==> config.mk <==
export PLATFORM = sky130hd
export DESIGN_NAME = uart_periph
export DESIGN_NICKNAME = d
export VERILOG_FILES = /design/src/rtl/uart_pkg.sv /design/src/rtl/uart_rx_core.sv /design/src/rtl/uart_periph.sv
export SDC_FILE = /design/constraint.sdc
export NUM_CORES = 1
export LEC_CHECK = 0
export ABC_AREA = 1
export CAP_MARGIN = 20
export CORE_ASPECT_RATIO = 0.9
export CORE_MARGIN = 5
export CORE_UTILIZATION = 42
export CTS_CLUSTER_DIAMETER = 100
export DETAILED_ROUTE_END_ITERATION = 10
export GPL_ROUTABILITY_DRIVEN = 0
export PLACE_DENSITY = 0.77
export SLEW_MARGIN = 10
export SYNTH_ARGS = -nofsm -noshare
export SYNTH_HDL_FRONTEND = slang
export SYNTH_SLANG_ARGS = --single-unit
==> constraint.sdc <==
create_clock -name clk -period 1.5 [get_ports clk]
set_input_delay 0.3 -clock clk [delete_from_list [all_inputs] [get_ports clk]]
set_output_delay 0.3 -clock clk [all_outputs]
set_load 0.005 [all_outputs]
==> src/rtl/uart_pkg.sv <==
// UART peripheral shared definitions: register offsets,
// STATUS bit positions and TX/RX state encodings.
package uart_pkg;

  localparam logic [31:0] TXDATA_OFS = 32'h0;
  localparam logic [31:0] RXDATA_OFS = 32'h4;
  localparam logic [31:0] STATUS_OFS = 32'h8;

  localparam int ST_TX_BUSY   = 0;
  localparam int ST_RX_VALID  = 1;
  localparam int ST_FRAME_ERR = 2;
  localparam int ST_OVERRUN   = 3;

  typedef enum logic [1:0] {
    TX_IDLE,
    TX_START,
    TX_DATA,
    TX_STOP
  } tx_state_t;

  typedef enum logic [1:0] {
    RX_IDLE,
    RX_START,
    RX_DATA,
    RX_STOP
  } rx_state_t;

endpackage

==> src/rtl/uart_rx_core.sv <==
// UART receiver: 2-flop synchronizer, start/data/stop FSM.
// Ports: clk, reset (sync, low), rx in; byte_stb/byte_data/frame_stb out.
module uart_rx_core
  import uart_pkg::*;
#(
  parameter int CLKS_PER_BIT = 16
) (
  input  logic       clk,
  input  logic       reset,
  input  logic       rx,
  output logic       byte_stb,
  output logic [7:0] byte_data,
  output logic       frame_stb
);

  localparam int CW = $clog2(CLKS_PER_BIT);
  localparam logic [CW-1:0] LAST = CW'(CLKS_PER_BIT - 1);
  localparam logic [CW-1:0] HALF = CW'(CLKS_PER_BIT / 2 - 1);

  rx_state_t     state;
  logic          s1;
  logic          s2;
  logic          prev;
  logic [CW-1:0] cnt;
  logic [2:0]    idx;
  logic [7:0]    sh;

  assign byte_data = sh;

  always_ff @(posedge clk) begin
    if (!reset) begin
      state     <= RX_IDLE;
      s1        <= 1'b1;
      s2        <= 1'b1;
      prev      <= 1'b1;
      cnt       <= '0;
      idx       <= '0;
      sh        <= '0;
      byte_stb  <= 1'b0;
      frame_stb <= 1'b0;
    end else begin
      s1        <= rx;
      s2        <= s1;
      prev      <= s2;
      byte_stb  <= 1'b0;
      frame_stb <= 1'b0;
      case (state)
        RX_IDLE: begin
          if (prev && !s2) begin
            state <= RX_START;
            cnt   <= '0;
          end
        end
        RX_START: begin
          if (cnt == HALF) begin
            cnt <= '0;
            idx <= '0;
            // line back high at mid-start: glitch, not a frame
            state <= s2 ? RX_IDLE : RX_DATA;
          end else begin
            cnt <= cnt + 1'b1;
          end
        end
        RX_DATA: begin
          if (cnt == LAST) begin
            cnt <= '0;
            sh  <= {s2, sh[7:1]};
            if (idx == 3'd7) state <= RX_STOP;
            else idx <= idx + 1'b1;
          end else begin
            cnt <= cnt + 1'b1;
          end
        end
        RX_STOP: begin
          if (cnt == LAST) begin
            cnt       <= '0;
            state     <= RX_IDLE;
            byte_stb  <= s2;
            frame_stb <= !s2;
          end else begin
            cnt <= cnt + 1'b1;
          end
        end
        default: state <= RX_IDLE;
      endcase
    end
  end

endmodule

==> src/rtl/uart_periph.sv <==
// Memory-mapped UART: TXDATA/RXDATA/STATUS registers, TX FSM.
// Ports: clk, reset, ADDR/WD/WE/RE/RD CPU bus, rx/tx serial lines.
module uart_periph
  import uart_pkg::*;
#(
  parameter int          CLKS_PER_BIT = 16,
  parameter logic [31:0] BASE_ADDR    = 32'h0000_0400
) (
  input  logic        clk,
  input  logic        reset,
  input  logic [31:0] ADDR,
  input  logic [31:0] WD,
  input  logic        WE,
  input  logic        RE,
  output logic [31:0] RD,
  input  logic        rx,
  output logic        tx
);

  localparam int CW = $clog2(CLKS_PER_BIT);
  localparam logic [CW-1:0] LAST = CW'(CLKS_PER_BIT - 1);

  logic sel_tx;
  logic sel_rx;
  logic sel_st;
  assign sel_tx = (ADDR == BASE_ADDR + TXDATA_OFS);
  assign sel_rx = (ADDR == BASE_ADDR + RXDATA_OFS);
  assign sel_st = (ADDR == BASE_ADDR + STATUS_OFS);

  logic unused_wd;
  assign unused_wd = ^WD[31:8];

  tx_state_t     tx_state;
  logic          tx_busy;
  logic [CW-1:0] tx_cnt;
  logic [2:0]    tx_idx;
  logic [7:0]    tx_sh;
  logic          tx_wr;
  assign tx_wr = WE && sel_tx && !tx_busy;

  always_ff @(posedge clk) begin
    if (!reset) begin
      tx_state <= TX_IDLE;
      tx       <= 1'b1;
      tx_busy  <= 1'b0;
      tx_cnt   <= '0;
      tx_idx   <= '0;
      tx_sh    <= '0;
    end else begin
      case (tx_state)
        TX_IDLE: begin
          if (tx_wr) begin
            tx_sh    <= WD[7:0];
            tx_busy  <= 1'b1;
            tx       <= 1'b0;
            tx_cnt   <= '0;
            tx_state <= TX_START;
          end
        end
        TX_START: begin
          if (tx_cnt == LAST) begin
            tx_cnt   <= '0;
            tx_idx   <= '0;
            tx       <= tx_sh[0];
            tx_state <= TX_DATA;
          end else begin
            tx_cnt <= tx_cnt + 1'b1;
          end
        end
        TX_DATA: begin
          if (tx_cnt == LAST) begin
            tx_cnt <= '0;
            tx_sh  <= {1'b0, tx_sh[7:1]};
            if (tx_idx == 3'd7) begin
              tx       <= 1'b1;
              tx_state <= TX_STOP;
            end else begin
              tx     <= tx_sh[1];
              tx_idx <= tx_idx + 1'b1;
            end
          end else begin
            tx_cnt <= tx_cnt + 1'b1;
          end
        end
        TX_STOP: begin
          if (tx_cnt == LAST) begin
            tx_cnt   <= '0;
            tx_busy  <= 1'b0;
            tx_state <= TX_IDLE;
          end else begin
            tx_cnt <= tx_cnt + 1'b1;
          end
        end
        default: tx_state <= TX_IDLE;
      endcase
    end
  end

  logic       byte_stb;
  logic [7:0] byte_data;
  logic       frame_stb;

  uart_rx_core #(
    .CLKS_PER_BIT(CLKS_PER_BIT)
  ) u_rx (
    .clk      (clk),
    .reset    (reset),
    .rx       (rx),
    .byte_stb (byte_stb),
    .byte_data(byte_data),
    .frame_stb(frame_stb)
  );

  logic       rx_valid;
  logic [7:0] rx_data;
  logic       frame_err;
  logic       overrun;
  logic       pop;
  logic       st_wr;
  assign pop   = RE && sel_rx;
  assign st_wr = WE && sel_st;

  always_ff @(posedge clk) begin
    if (!reset) begin
      rx_valid  <= 1'b0;
      rx_data   <= '0;
      frame_err <= 1'b0;
      overrun   <= 1'b0;
    end else begin
      // a pop in the same cycle frees the slot for the new byte
      if (byte_stb && (!rx_valid || pop)) begin
        rx_data  <= byte_data;
        rx_valid <= 1'b1;
      end else if (pop) begin
        rx_valid <= 1'b0;
      end
      if (frame_stb) frame_err <= 1'b1;
      else if (st_wr && WD[ST_FRAME_ERR]) frame_err <= 1'b0;
      if (byte_stb && rx_valid && !pop) overrun <= 1'b1;
      else if (st_wr && WD[ST_OVERRUN]) overrun <= 1'b0;
    end
  end

  always_comb begin
    RD = '0;
    if (sel_rx) begin
      RD[7:0] = rx_data;
    end else if (sel_st) begin
      RD[ST_TX_BUSY]   = tx_busy;
      RD[ST_RX_VALID]  = rx_valid;
      RD[ST_FRAME_ERR] = frame_err;
      RD[ST_OVERRUN]   = overrun;
    end
  end

endmodule

==> results_dict.tcl, run 1 <==
set metrics [dict create \
    drv.max_cap_violation_count 0 \
    timing_hold_violations_final 0 \
    netlist-cell-type-count 38 \
    power.leakage_nw 1.960 \
    grt_antenna_before_repair 0 \
    timing_max_transition_violations_final 0 \
    ys_seq_elements 52 \
    tightestPinTransition_ns 0.7561 \
    clock_tree.buffer_depth 2 \
    worst_setup_slack_final_ns -0.3311 \
    dieArea_mm2 0.009040 \
    syn_avg_cell_area_um2 6.923 \
    via_per_inst 4.834 \
    filler_cell_count 521 \
    async_reset_ff_share_pct 0 \
    grt_max_degree 19 \
    yosys.area.top_type_share_pct 34.25 \
    finish.net_count 644 \
    crit_arrival_ns 1.53 \
    totalNegativeSetupSlack_ns -4.100 \
    slew_headroom_pct 49.53 \
    routed_wire_length_per_instance_um 13.49 \
    status "complete, but fails checks" \
    rsz0062_at_grt "yes" \
    worst-setup-path-type "in -> out" \
    timing.rr.start "tx_cnt[1]$_SDFFE_PN0P_" \
    layoutNonFillerInstCount 658 \
    cp-startpoint "ADDR[22]" \
    h_tree_levels 2 \
    grt_pass1_vias 3035 \
    place_inst 605 \
    use_met2_pct 30.56 \
    synth.cell_area_mm2 0.003039 \
    grt_first_pass_wirelength_um 13030 \
    area.growth.synth_to_final_pct 49.73 \
    layout-drive-gt1-share_pct 42.65 \
    grt_util_met3_pct 4.556 \
    post_synth_inst_count 439 \
    violated_checks "setup timing" \
    top_usage_layer "met2" \
    holdCritStartpoint "u_rx.s2$_SDFF_PN1_" \
    num_cts_buffers 5 \
    place_area_mm2 0.003785 \
    worstPathMaxFanout 4 \
    post-synth-top-area-cell "sky130_fd_sc_hd__dfxtp_1" \
    worst_hold_slack_ns 0.4074 \
    synth_top_area_cells "sky130_fd_sc_hd__dfxtp_1 (34%), sky130_fd_sc_hd__nand2_1 (10%), sky130_fd_sc_hd__nor2_1 (8.0%), sky130_fd_sc_hd__buf_4 (6.4%), sky130_fd_sc_hd__inv_1 (6.3%)" \
    worst_setup_path_start_kind "input pin" \
    drt_drc_violations_left 0 \
    yosys.cell_count.top_type "sky130_fd_sc_hd__nand2_1" \
    num_rows 29 \
    min_period_over_period_pct 122.1 \
    finalClockSkew_ns 0.01490 \
    post_place_setup_slack_ns -0.9366 \
    cts_hold_buffers 0 \
    yosysWarningCount 0 \
    hold_path_class "reg -> reg" \
    area_of_all_placed_cells_without_fillers_mm2 0.004551 \
    floorplan.initialDensity_pct 43.17 \
    postRouteWirelength_um 8877 \
    critPathRequiredTime_ns 1.20 \
    power.density_mw_per_mm2 772.6 \
    netlist_top_cells_count "sky130_fd_sc_hd__nand2_1 (84), sky130_fd_sc_hd__nor2_1 (65), sky130_fd_sc_hd__dfxtp_1 (52)" \
    hpwl_um 5205 \
    cp-end-kind "primary output" \
    vdd_ir_drop_max_mv 0.5688 \
    cts.reportedPaths.clkPinSlew_ns 0.10 \
    count_of_flip_flops_with_a_built_in_enable_after_synthesis 0 \
    tot_gr_track_use_pct 17.16 \
    drt_iter0_drc 154 \
    die_h_um 90.70 \
    core_box_area_mm2 0.007039 \
    ys_dominant_reg_cell "sky130_fd_sc_hd__dfxtp_1" \
    antenna_cells 0 \
    global_route.usage.met1_pct 19.13 \
    reg2reg_setup_slack_ns -0.11 \
    dieWidth_um 99.67 \
    vias 3181 \
    drt_pre_antenna_iters 4 \
    synth.yosys.seq_area_share_pct 34.25 \
    achievable-frequency_mhz 546.1 \
    port_bufs 53 \
    globalRouteOverflowTotal 0 \
    clock_insertion_delay_at_the_later_pin_of_the_skew_report_ns 0.31 \
    antenna_left 0 \
    clkSinkCount 52 \
    cts_root_buf "sky130_fd_sc_hd__clkbuf_8" \
    finalSetupViolCount 31 \
    period_needed_ns 1.831 \
    io_pins 102 \
    tritoncts "done" \
]
## what timing repair did
| item | 4_1_cts | 5_1_grt |
|---|---|---|
| pin swaps | 34 | 66 |
| gates cloned | 1 | 4 |
| gates resized for setup | 149 | 124 |
| setup buffers | 32 | 13 |
| endpoints found under the hold margin | 0 | 0 |
| setup endpoints to repair | 39 | 51 |
## cell families after synthesis
group | share of synthesized area, %
flops | 34.25
simple gates | 31.78
xor+xnor | 0.2882
buf+inv | 15.31
fa+ha+maj | 4.529
other cells | 0.1234
compound gates | 13.71
## placed cells by master (no fill, tap or decap), types with 8 or more instances in the layout
cell type	Yosys	layout
sky130_fd_sc_hd__a21oi_1	37	34
sky130_fd_sc_hd__buf_2	1	19
sky130_fd_sc_hd__buf_4	26	61
sky130_fd_sc_hd__buf_6	1	20
sky130_fd_sc_hd__clkbuf_2	0	11
sky130_fd_sc_hd__clkdlybuf4s50_1	0	13
sky130_fd_sc_hd__conb_1	1	24
sky130_fd_sc_hd__dfxtp_1	52	46
sky130_fd_sc_hd__inv_1	51	44
sky130_fd_sc_hd__inv_2	3	10
sky130_fd_sc_hd__nand2_1	84	62
sky130_fd_sc_hd__nand2_2	2	19
sky130_fd_sc_hd__nand2_4	2	8
sky130_fd_sc_hd__nand3_1	32	20
sky130_fd_sc_hd__nand3_2	4	14
sky130_fd_sc_hd__nor2_1	65	43
sky130_fd_sc_hd__nor2_2	6	15
sky130_fd_sc_hd__nor2_4	2	15
sky130_fd_sc_hd__o21ai_0	22	14
## worst max-delay path, stage by stage
cell and delay [ns]:
sky130_fd_sc_hd__buf_2 0.12, sky130_fd_sc_hd__nor2_4 0.09, sky130_fd_sc_hd__nand2_2 0.07, sky130_fd_sc_hd__nor2_4 0.12
sky130_fd_sc_hd__nand2_2 0.07, sky130_fd_sc_hd__inv_2 0.09, sky130_fd_sc_hd__nand4_1 0.20, sky130_fd_sc_hd__buf_4 0.21
sky130_fd_sc_hd__o21ai_2 0.12, sky130_fd_sc_hd__buf_2 0.14
## through the flow
| step | util (%) | power, mW |
|---|---|---|
| detailed placement | 53.77 | 2.382 |
| global placement | 53.77 | 2.351 |
| CTS | 59.10 | 3.389 |
| global route | 64.65 | 3.706 |
| finish | 64.65 | 3.516 |
| floorplan | - | 2.073 |
## where the power goes
group / internal [mW] / total, mW / switching (mW)
Clock: 0.341 / 0.838 / 0.497
Combinational: 0.563 / 1.19 / 0.627
Sequential: 1.45 / 1.49 / 0.0388
Total: 2.35 / 3.52 / 1.16
## area by class of cell
| class | count | area [µm²] | share of cell area [%] |
|---|---|---|---|
| Sequential cell | 52 | 1049 | 23.04 |
| Clock inverter | 3 | 25.02 | 0.5499 |
| Inverter | 54 | 202.7 | 4.454 |
| Timing Repair Buffer | 128 | 1049 | 23.04 |
| Clock buffer | 5 | 68.82 | 1.512 |
| Tap cell | 93 | 116.4 | 2.557 |
| Multi-Input combinational cell | 323 | 2041 | 44.84 |
## layer usage
metal  routed length [µm]  up-vias
li1                     -     1603
met1                 3515     1446
met2                 4464      103
met3                  574       29
met4                  323        0
met5                    0        -
## flip-flops by register name, summed over array words and instances, names as in the netlist, named ones only
name,flops
u_rx.frame_stb,1
u_rx.byte_stb,1
u_rx.s1,1
tx_busy,1
rx_valid,1
tx_idx,3
overrun,1
u_rx.prev,1
tx_state,2
tx,1
u_rx.byte_data,8
u_rx.state,1
rx_data,8
tx_cnt,4
u_rx.s2,1
u_rx.cnt,4
u_rx.idx,3
frame_err,1
tx_sh,8
## final timing paths
kind | endpoint | cells after the start
max | RD[3] | 10
min | u_rx.frame_stb$_SDFF_PN0_ | 1
max reg2reg | tx_state[0]$_SDFFE_PN0P_ | 8
min reg2reg | u_rx.frame_stb$_SDFF_PN0_ | 1
Power figures use the tool's default switching activity.
==> inputs of run 2 (changes only) <==
- CTS_CLUSTER_DIAMETER: 100 -> 40
==> results of run 2 <==
Same layout as run 1: the final DEF is identical, and so are final timing and power.
==> inputs of run 3 (changes only) <==
- REMOVE_ABC_BUFFERS: default -> 1
==> run 3 against run 2 <==
Against the previous run: the run still ends with setup timing left; cell area grew 2.5%; worst hold slack gained 0.0047 ns; non-clock buffer count shrank 3; via count grew 1.7%; clock skew shrank 0.0086 ns; first-iteration DRC count shrank 34%.
==> results_dict.tcl, run 3 (synthesis gave the netlist of run 1 again) <==
set metrics [dict create \
    filler_cell_count 557 \
    dieArea_mm2 0.009040 \
    port_bufs 53 \
    drt_drc_violations_left 0 \
    clock_insertion_delay_at_the_later_pin_of_the_skew_report_ns 0.31 \
    totalNegativeSetupSlack_ns -2.770 \
    finalSetupViolCount 33 \
    achievable-frequency_mhz 556.4 \
    period_needed_ns 1.797 \
    timing_hold_violations_final 0 \
    clock_tree.buffer_depth 2 \
    timing_max_transition_violations_final 0 \
    rsz0062_at_grt "yes" \
    hpwl_um 5356 \
    h_tree_levels 2 \
    grt_pass1_vias 2952 \
    worst-setup-path-type "in -> out" \
    antenna_cells 0 \
    power_frac_seq_pct 40.9 \
    post_place_setup_slack_ns -0.9143 \
    tot_gr_track_use_pct 17.48 \
    grt_first_pass_wirelength_um 13360 \
    status "complete, but fails checks" \
    min_period_over_period_pct 119.8 \
    worst_setup_path_start_kind "input pin" \
    vias 3235 \
    postRouteWirelength_um 9159 \
    hold_path_class "reg -> reg" \
    die_h_um 90.70 \
    slew_headroom_pct 60.00 \
    routed_wire_length_per_instance_um 13.98 \
    max_stage_delay_ns 0.22 \
    floorplan.initialDensity_pct 43.17 \
    io_pins 102 \
    worstPathMaxFanout 3 \
    power.density_mw_per_mm2 780.2 \
    power.leakage_nw 1.946 \
    cp-end-kind "primary output" \
    violated_checks "setup timing" \
    globalRouteOverflowTotal 0 \
    worst_setup_slack_final_ns -0.2971 \
    slowest_stage "sky130_fd_sc_hd__buf_4" \
    finalClockSkew_ns 0.006294 \
    cp_common_cell "sky130_fd_sc_hd__nor2_4" \
    mostFrequentLayoutCell "sky130_fd_sc_hd__nand2_1" \
    tritoncts "done" \
    tightestPinTransition_ns 0.5992 \
    num_rows 29 \
    p_comb_share_pct 35.5 \
    clkSinkCount 52 \
    cts_root_buf "sky130_fd_sc_hd__clkbuf_8" \
    area.growth.synth_to_final_pct 53.44 \
    grt_antenna_before_repair 0 \
    layout-drive-gt1-share_pct 43.06 \
    crit_arrival_ns 1.50 \
    num_cts_buffers 5 \
    core_box_area_mm2 0.007039 \
    swShare_pct 33.84 \
    finish.net_count 641 \
    power.clock.fraction_pct 23.6 \
    drt_iter0_drc 102 \
    cts.reportedPaths.clkPinSlew_ns 0.10 \
    power_report.internal_total_mw 2.407 \
    vdd_ir_drop_max_mv 0.7096 \
    crit_path_cell_trace "buf_6 > nor2_4 > nand2_1 > nor2_4 > nand2_2 > inv_2 > nand4_1 > buf_4 > o21ai_2 > buf_2" \
    dieWidth_um 99.67 \
    grt_max_degree 24 \
    drt_pre_antenna_iters 4 \
    antenna_left 0 \
    via_per_inst 4.939 \
    critPathRequiredTime_ns 1.20 \
    drv.max_cap_violation_count 0 \
    net_switching_power_mw 1.231 \
    layout_common_cells "sky130_fd_sc_hd__nand2_1 (58), sky130_fd_sc_hd__buf_4 (52), sky130_fd_sc_hd__inv_1 (46), sky130_fd_sc_hd__dfxtp_1 (42), sky130_fd_sc_hd__nor2_1 (40)" \
]
==> run 3: cell count changes in the layout (fill, tap and decap cells not counted), moves of 5 or more <==
cell,previous run,this run
sky130_fd_sc_hd__nand2_2,19,27
sky130_fd_sc_hd__buf_4,61,52
sky130_fd_sc_hd__nand3_2,14,9
sky130_fd_sc_hd__nand2_4,8,2
==> run 3: power by group through the flow <==
stage | registers (mW) | logic [mW] | clock network [mW]
2_1_floorplan | 1.51 | 0.485 | 0
3_3_place_gp | 1.51 | 0.887 | 0
3_5_place_dp | 1.51 | 0.912 | 0
4_1_cts | 1.48 | 1.14 | 0.880
5_1_grt | 1.50 | 1.40 | 0.922
6_report | 1.49 | 1.29 | 0.859
==> run 3: timing repair <==
action / 4_1_cts / 5_1_grt
gates resized for setup: 172 / 117
setup buffers: 19 / 23
endpoints found under the setup margin: 41 / 49
hold buffers: 0 / 0
pin swaps: 50 / 58
cloned: 3 / 2
==> run 3: path summary, 6_finish.rpt <==
path	start	endpoint	slack, ns	depth (start not counted)
setup / recovery	ADDR[30]	RD[3]	-0.30	10
hold / removal	u_rx.s2$_SDFF_PN1_	u_rx.frame_stb$_SDFF_PN0_	0.41	1
setup reg to reg	u_rx.cnt[0]$_SDFFE_PN0P_	register	-0.01	7
hold reg to reg	u_rx.s2$_SDFF_PN1_	u_rx.frame_stb$_SDFF_PN0_	0.41	1
==> run 3: metrics by stage <==
step	total power, mW	hold WS (ns)	instances	util, %	instance area, µm²
2_1_floorplan	1.993	0.3693	426	-	2863
3_3_place_gp	2.396	0.4006	613	54.94	3867
3_5_place_dp	2.423	0.4038	613	54.94	3867
4_1_cts	3.505	0.4112	641	59.99	4223
5_1_grt	3.818	0.4377	655	66.25	4663
6_report	3.638	0.4122	655	66.25	4663
==> run 3: layout make-up <==
cell class	count	area (µm²)	share of cell area [%]
clock buffer	5	68.82	1.476
inverter	54	202.7	4.347
clock inverter	3	27.53	0.5903
sequential	52	1054	22.59
timing repair buffer	125	1110	23.80
tap	93	116.4	2.495
multi-input combinational	323	2085	44.70
==> run 3: metal layers <==
layer	GRT usage [%]	vias to the layer above	routed length [µm]
met3	3.475	22	549
met5	0	-	0
met4	4.323	0	201
met2	30.83	123	4711
li1	-	1593	-
met1	21.54	1497	3696
==> run 3: critical path: cells and delay by family <==
kind	cells	cell delay (ns)
AOI/OAI and AO/OA	1	0.13
and+or+nand+nor	5	0.54
buffers and inverters	4	0.53
